### src/rtl/id_ex_stage.sv
// ID/EX pipeline register with EX/MEM + MEM/WB forwarding and load-use bubble; ID_EX_PERF_EN adds stall/flush counters.
// Latency: 1 cycle ID->EX; forwarding and stall_id are combinational in the ID cycle.
// Backpressure: ex_hold freezes the register and raises stall_id; flush overrides both hold and load-use.
module id_ex_stage #(
    parameter int DW  = 16,
    parameter int IRW = 19,
    parameter int AW  = 4
) (
    input  logic           clk,
    input  logic           reset,
    input  logic           id_valid,
    input  logic [IRW-1:0] ir_id,
    input  logic [AW-1:0]  rs1_id,
    input  logic [AW-1:0]  rs2_id,
    input  logic [AW-1:0]  rd_id,
    input  logic [DW-1:0]  rout1_id,
    input  logic [DW-1:0]  rout2_id,
    input  logic           re1_id,
    input  logic           re2_id,
    input  logic           we_id,
    input  logic           mem_read_id,
    input  logic           exm_we,
    input  logic [AW-1:0]  exm_rd,
    input  logic [DW-1:0]  exm_data,
    input  logic           wb_we,
    input  logic [AW-1:0]  wb_rd,
    input  logic [DW-1:0]  wb_data,
    input  logic           ex_hold,
    input  logic           flush,
    output logic           stall_id,
    output logic           ex_valid,
    output logic [IRW-1:0] ir_ex,
    output logic [AW-1:0]  rd_ex,
    output logic [DW-1:0]  op1_ex,
    output logic [DW-1:0]  op2_ex,
    output logic           we_ex,
    output logic           mem_read_ex
`ifdef ID_EX_PERF_EN
    ,
    output logic [15:0]    stall_cnt,
    output logic [15:0]    flush_cnt
`endif
);

    logic [DW-1:0] op1_fwd;
    logic [DW-1:0] op2_fwd;
    logic          luh;

    // The newer producer (EX/MEM) shadows the older one (MEM/WB).
    always_comb begin
        op1_fwd = '0;
        if (re1_id) begin
            if (exm_we && exm_rd == rs1_id)
                op1_fwd = exm_data;
            else if (wb_we && wb_rd == rs1_id)
                op1_fwd = wb_data;
            else
                op1_fwd = rout1_id;
        end
    end

    always_comb begin
        op2_fwd = '0;
        if (re2_id) begin
            if (exm_we && exm_rd == rs2_id)
                op2_fwd = exm_data;
            else if (wb_we && wb_rd == rs2_id)
                op2_fwd = wb_data;
            else
                op2_fwd = rout2_id;
        end
    end

    // A load in EX has no data yet for any operand the ID instruction reads.
    assign luh = ex_valid && mem_read_ex && we_ex && id_valid &&
                 ((re1_id && rs1_id == rd_ex) || (re2_id && rs2_id == rd_ex));

    assign stall_id = !flush && (ex_hold || luh);

    always_ff @(posedge clk or posedge reset) begin
        if (reset) begin
            ex_valid    <= 1'b0;
            ir_ex       <= '0;
            rd_ex       <= '0;
            op1_ex      <= '0;
            op2_ex      <= '0;
            we_ex       <= 1'b0;
            mem_read_ex <= 1'b0;
        end else if (flush || (!ex_hold && luh)) begin
            ex_valid    <= 1'b0;
            ir_ex       <= '0;
            rd_ex       <= '0;
            op1_ex      <= '0;
            op2_ex      <= '0;
            we_ex       <= 1'b0;
            mem_read_ex <= 1'b0;
        end else if (!ex_hold) begin
            ex_valid    <= id_valid;
            ir_ex       <= ir_id;
            rd_ex       <= rd_id;
            op1_ex      <= op1_fwd;
            op2_ex      <= op2_fwd;
            we_ex       <= we_id && id_valid;
            mem_read_ex <= mem_read_id && id_valid;
        end
    end

`ifdef ID_EX_PERF_EN
    always_ff @(posedge clk or posedge reset) begin
        if (reset) begin
            stall_cnt <= '0;
            flush_cnt <= '0;
        end else begin
            if (luh && !flush && !ex_hold && stall_cnt != 16'hFFFF)
                stall_cnt <= stall_cnt + 16'd1;
            if (flush && flush_cnt != 16'hFFFF)
                flush_cnt <= flush_cnt + 16'd1;
        end
    end
`endif

endmodule

### config.mk
export PLATFORM = sky130hd
export DESIGN_NAME = id_ex_stage
export DESIGN_NICKNAME = d
export VERILOG_FILES = /design/src/rtl/id_ex_stage.sv
export SDC_FILE = /design/constraint.sdc
export NUM_CORES = 1
export LEC_CHECK = 0
export ABC_CLOCK_PERIOD_IN_PS = 2300
export BUFFER_PORTS_ARGS = -buffer_cell sky130_fd_sc_hd__buf_2
export CAP_MARGIN = 20
export CORE_UTILIZATION = 48
export CTS_BUF_LIST = sky130_fd_sc_hd__clkbuf_8
export DETAILED_ROUTE_END_ITERATION = 10
export PLACE_DENSITY = 0.81
export SKIP_CTS_REPAIR_TIMING = 1
export SYNTH_ARGS = -nofsm -noshare
export SYNTH_HDL_FRONTEND = slang
export SYNTH_SLANG_ARGS = --single-unit
### constraint.sdc
create_clock -name clk -period 2.3 [get_ports clk]
set_input_delay 0.46 -clock clk [delete_from_list [all_inputs] [get_ports clk]]
set_output_delay 0.46 -clock clk [all_outputs]
set_load 0.02 [all_outputs]
==> results.md, run 1 <==
- I/O Buffers: roughly 170
- Most common cell after layout, fill and taps aside: buf_2
- CTS sink cnt: 58
- Worst slew margin: between 50% and 60%
- ANT nets after route: 0
- R2R setup slack: roughly 0.40 ns
- Worst setup margin: 0.135 ns
- Nets: 688
- Max VDD drop: slightly above 0.0004 V
- RSZ-0062 raised after global routing: false
- Slowest stage delay, CP: ~0.44 ns
- Residual DRC: 0
- Routed wire length: 10.8 mm
- Register area share after synthesis: 41.1%
- First-pass GRT wire length: 17.2 mm
- Critical path buffers and inverters: 1
- Status: finished, final reports clean
- Synth Warn #: 0
- CP Class: reg2out
- Switching Share: 28.5%
- Area share of the largest cell type after synthesis: 41.1%
- Initial core utilization: 50.8%
- DIE HEIGHT: 87.8 µm
- Design area: 4700 µm²
- Worst-margin pin slew: 0.612 ns
- Max Fclk: 0.462 GHz
- Initial antenna violation count: 0
- Placed Instance Area: between 4000 and 5000 µm²
- Mapped Cells: 406
- Via count: 3725
- Psw: 0.798 mW
- Mean Syn Cell Area: 8.70 µm²
- Syn-to-layout area delta: 33.2%
- Most frequent cells in the layout: buf_2, nand2_1, dfrtp_1
- Clk pin slew, worst setup/hold paths: approximately 0.070 ns
- H-tree levels: 3
- DP Worst Slack: roughly 0.24 ns
- Post-DP HPWL: a little over 8 mm
- Pwr/cell area: approximately 600 nW/µm²
- Worst EP required: 1.84 ns
- CTS tree: built
- Post-synth top area cell: dfrtp_1
- Top delay family on crit path: flip-flops
- R2R depth: 5
- Power share of the combinational group: 20.6%
- Period minus WS final: 2.17 ns
- Initial drt markers: approximately 270
- Flop pwr share: approximately two fifths
- R2r endpoint: op2_ex[0]
- Pin count of the biggest net entering global routing: 33
- Leakage Power: 2.31 nW
- Slowest CP cell: dfrtp_1
- Diode count: 0
- Final worst path period share: 94.1%
- Final hold vios: 0
- Fraction of final layout cells sized beyond drive strength 1: 38.3%
- Post-layout util: 67.7%
- Die width: 87.8 µm
- CTS max path bufs: 2
- Int Pwr: 2.00 mW
- Total GRT Usage: 28.8%
- #FFs+latches synth: 58
- IO Pins: 173
- Hold WC Path Type: in2async
- Cell Area, Synth: 3530 µm²
- Die ar.: 7700 µm²
- Final slew viol count: 0
- CTS Buf Count: 9
- Vias per cell: 5.52
- Number of global-route vias before repair: 3620
- CP Capture Type: output port
- Setup_tns: 0 ns
- Final Skew: 0.00704 ns
- Top cells by area, synth: dfrtp_1, nand2_1, nand3_1, a32o_1, o221ai_1
- Root buffer cell: clkbuf_8
- Total core area: 6940 µm²
- GP Congestion: 0.972
- Crit-path cells: xnor2_1, nand4_1, o22a_1, a21oi_1, buf_2
- Synth cell types: 37
- Clock latency on the worst-skew pair: 0.34 ns
- Row count: 30
- Crit path DAT: 1.71 ns
- Grt total ovfl: 0
- Power share of the clock group: 40.1%
- Number of max-cap violations: 0
- Syn nets: 520
- Pre-antenna DRT Iters: 6
- Crit Path Max Fanout: 4
- Wire per inst: 16.1 µm
- Reg-to-reg startpoint: rd_ex[2]
- Final setup violating endpoints: 0
- Startpoint types: register
registers in the layout (all words and copies together), names as in the netlist:
signal,cells
mem_read_ex,1
rd_ex,4
op1_ex,16
ir_ex,19
op2_ex,16
we_ex,1
ex_valid,1
Yosys cell counts:
cell type,number
o221ai_1,16
nand2_2,1
nand3_1,41
a211oi_2,9
o221a_4,1
buf_2,5
nand3b_1,2
xnor2_1,13
buf_8,1
a32oi_1,2
a32o_1,16
inv_1,20
and2_1,1
nor2_1,5
nor2b_1,16
o21ai_1,15
a21boi_0,1
clkbuf_1,16
nand2b_1,1
nand2_1,88
and4b_1,1
buf_6,3
and4_1,2
a21oi_1,24
nor3b_2,1
nand4_1,2
dfrtp_1,58
nor4_4,2
a211oi_1,7
o21ai_2,1
buf_1,3
xor2_1,8
buf_4,4
o22a_1,1
clkinv_1,1
a22oi_1,2
o21a_1,16
how the worst max path moves through the flow:
stage,from,endpoint,depth (start not counted)
floorplan,rd_ex[3],stall_id,6
detailed placement,rs1_id[0],op2_ex[0],6
global route,rd_ex[3],stall_id,5
CTS,rd_ex[3],stall_id,5
finish,rd_ex[2],stall_id,5
global placement,rs2_id[1],op2_ex[7],6
power by group through the flow:
stage | combinational, mW | clock (mW) | sequential (mW)
after floorplan | 0.276 | 0 | 1.17
after global placement | 0.562 | 0 | 1.12
after detailed placement | 0.575 | 0 | 1.12
after CTS | 0.577 | 1.14 | 1.10
after global routing | 0.629 | 1.19 | 1.10
final | 0.578 | 1.12 | 1.10
logic make-up (layout without fill, tap and decap cells):
logic type             count (synthesis)  in the layout  share of synthesized area, %
buffers and inverters                 53            226                          7.19
AND/OR/NAND/NOR                      163            163                          22.2
AO/OA/AOI/OAI                        111            111                          24.3
flip-flops                            58             58                          41.1
XOR/XNOR                              21             21                          5.21
metrics by stage:
step / hold slack (ns) / total power, mW / std cells
floorplan: 0.598 / 1.45 / 406
global placement: 0.461 / 1.68 / 659
detailed placement: 0.474 / 1.69 / 659
CTS: 0.186 / 2.81 / 675
global route: 0.219 / 2.92 / 675
finish: 0.177 / 2.80 / 675
routing by layer:
layer	part of all wire, %	wire length (µm)	track usage [%]
met1	42	4520	37.7
met2	47	5120	46.0
met3	9.4	1020	6.97
met4	1.6	173	11.2
met5	0	0	0
cell type report:
| cell class | count | area [µm²] |
|---|---|---|
| Fill cell | 567 | 2240 |
| Multi-Input combinational cell | 295 | 1830 |
| Sequential cell | 58 | 1450 |
| Timing Repair Buffer | 189 | 988 |
| Clock buffer | 12 | 165 |
| Tap cell | 96 | 120 |
| Inverter | 21 | 78.8 |
| Clock inverter | 4 | 72.6 |
No activity file was read; power rests on OpenSTA's default activity.
==> run 2: changes to the inputs <==
--- a/config.mk
+++ b/config.mk
@@ -8,10 +8,10 @@
 export ABC_CLOCK_PERIOD_IN_PS = 2300
 export BUFFER_PORTS_ARGS = -buffer_cell sky130_fd_sc_hd__buf_2
 export CAP_MARGIN = 20
-export CORE_UTILIZATION = 48
-export CTS_BUF_LIST = sky130_fd_sc_hd__clkbuf_8
+export CORE_UTILIZATION = 47
+export CTS_BUF_LIST = sky130_fd_sc_hd__clkbuf_16
 export DETAILED_ROUTE_END_ITERATION = 10
-export PLACE_DENSITY = 0.81
+export PLACE_DENSITY = 0.8
 export SKIP_CTS_REPAIR_TIMING = 1
 export SYNTH_ARGS = -nofsm -noshare
 export SYNTH_HDL_FRONTEND = slang
==> results.md, run 2 (synthesis gave the netlist of run 1 again) <==
- Pre-antenna DRT Iters: 5
- Worst setup margin: 0.115 ns
- Initial core utilization: 48.7%
- Post-DP HPWL: 8.30 mm
- Worst-margin pin slew: 0.624 ns
- Nets: 687
- Period minus WS final: around 2.2 ns
- Row count: 31
- Crit Path Max Fanout: 4
- Leakage Power: ~2.3 nW
- Via count: around 3.8k
- Initial drt markers: a little under 300
- First-pass GRT wire length: 17.0 mm
- DP Worst Slack: a little under 0.3 ns
- Pwr/cell area: 596 nW/µm²
- IO Pins: 173
- CTS tree: built
- Crit path DAT: 1.73 ns
- Number of global-route vias before repair: about 3.5k
- CP Class: reg2out
- Die width: approximately 89 µm
- Max Fclk: 0.458 GHz
- CTS Buf Count: 9
- Filler cells: 621
- Flop pwr share: 39.1%
- H-tree levels: 3
- Routed wire length: 10.9 mm
- Clk pin slew, worst setup/hold paths: roughly 0.050 ns
- Psw: 0.807 mW
- Pin count of the biggest net entering global routing: 33
- Vias per cell: 5.61
- Switching Share: 28.6%
- Biggest register: ir_ex
- Final setup violating endpoints: 0
- Max reg flops: 19
- CTS sink cnt: 58
- Clock latency on the worst-skew pair: around 0.32 ns
- Root buffer cell: clkbuf_16
- Power share of the clock group: 40.3%
- Most frequent cells in the layout: buf_2, nand2_1, dfrtp_1
- Initial antenna violation count: 0
- Number of max-cap violations: 0
- I/O Buffers: 172
- Status: finished, final reports clean
- Startpoint types: register
- GP Congestion: 0.905
- Post-layout util: 65.2%
- Setup_tns: 0 ns
- Final worst path period share: 95.0%
- Hold WC Path Type: in2async
- Grt total ovfl: 0
- ANT nets after route: 0
- Max VDD drop: 0.000408 V
- Final hold vios: 0
- Residual DRC: 0
- DIE HEIGHT: 88.7 µm
- Most common cell after layout, fill and taps aside: buf_2
- Diode count: 0
- CTS max path bufs: 2
- Worst EP required: 1.84 ns
- Final Skew: ~0.0065 ns
- Largest regs: ir_ex: 19 flops, op1_ex: 16 flops, op2_ex: 16 flops
- Int Pwr: 2.01 mW
- CP Capture Type: output port
- RSZ-0062 raised after global routing: false
- Power share of the combinational group: 20.6%
- Die ar.: between 7000 and 8000 µm²
- Total GRT Usage: 28.5%
- Wire per inst: roughly 16 µm
- Syn-to-layout area delta: 33.9%
- Worst slew margin: about three fifths
- Final slew viol count: 0
- Total core area: 7250 µm²
- Fraction of final layout cells sized beyond drive strength 1: 37.8%
## run 2: cell count changes in the layout (fill, tap and decap cells not counted), sizes merged
cell and delta:
clkbuf -3, clkinv +3, inv +2, clkinvlp -1
bufinv -2, buf -1
## run 2: path summary, 6_finish.rpt
kind | cells after the start | slack [ns] | from | end
max in group asynchronous | 3 | 1.52 | reset | op1_ex[8]
max reg2reg | 5 | 0.38 | rd_ex[3] | op2_ex[0]
min in group clk | 3 | 0.40 | rd_id[2] | rd_ex[2]
min | 2 | 0.20 | reset | ir_ex[10]
min reg2reg | 2 | 0.48 | op1_ex[11] | op1_ex[11]
max | 5 | 0.11 | rd_ex[3] | stall_id
## run 2: worst max-delay path: stages, from the launching register on
cell	delay, ns
dfrtp_1	0.45
xnor2_1	0.20
nand4_1	0.11
o22a_1	0.25
a21oi_1	0.18
buf_2	0.20
## run 2: layout make-up
type,instances,area (µm²),share of cell area (%)
multi-input combinational,295,1830,38.7
sequential,58,1450,30.7
timing repair buffer,188,993,21.0
clock buffer,9,225,4.76
tap,99,124,2.62
inverter,21,78.8,1.67
clock inverter,6,27.5,0.582
## run 2: layer usage
| layer | share of wire, % | vias up | global-route usage (%) |
|---|---|---|---|
| met5 | 0 | - | 0 |
| met4 | 2.3 | 0 | 12.8 |
| met3 | 8.0 | 21 | 6.25 |
| met2 | 47 | 206 | 45.2 |
| met1 | 43 | 1797 | 37.3 |
| li1 | - | 1771 | - |
## run 2: power groups by stage
stage | registers [mW] | logic, mW | clock network [mW]
floorplan | 1.17 | 0.276 | 0
global placement | 1.12 | 0.563 | 0
detailed placement | 1.12 | 0.577 | 0
CTS | 1.10 | 0.580 | 1.15
global route | 1.11 | 0.633 | 1.20
finish | 1.10 | 0.581 | 1.14
## run 2: per-stage QoR
step	total power, mW	hold WS, ns	std cells	area [µm²]
3_5_place_dp	1.70	0.472	661	4480
4_1_cts	2.83	0.219	676	4730
5_1_grt	2.94	0.275	676	4730
3_3_place_gp	1.68	0.463	661	4480
2_1_floorplan	1.45	0.598	406	3530
6_report	2.82	0.198	676	4730
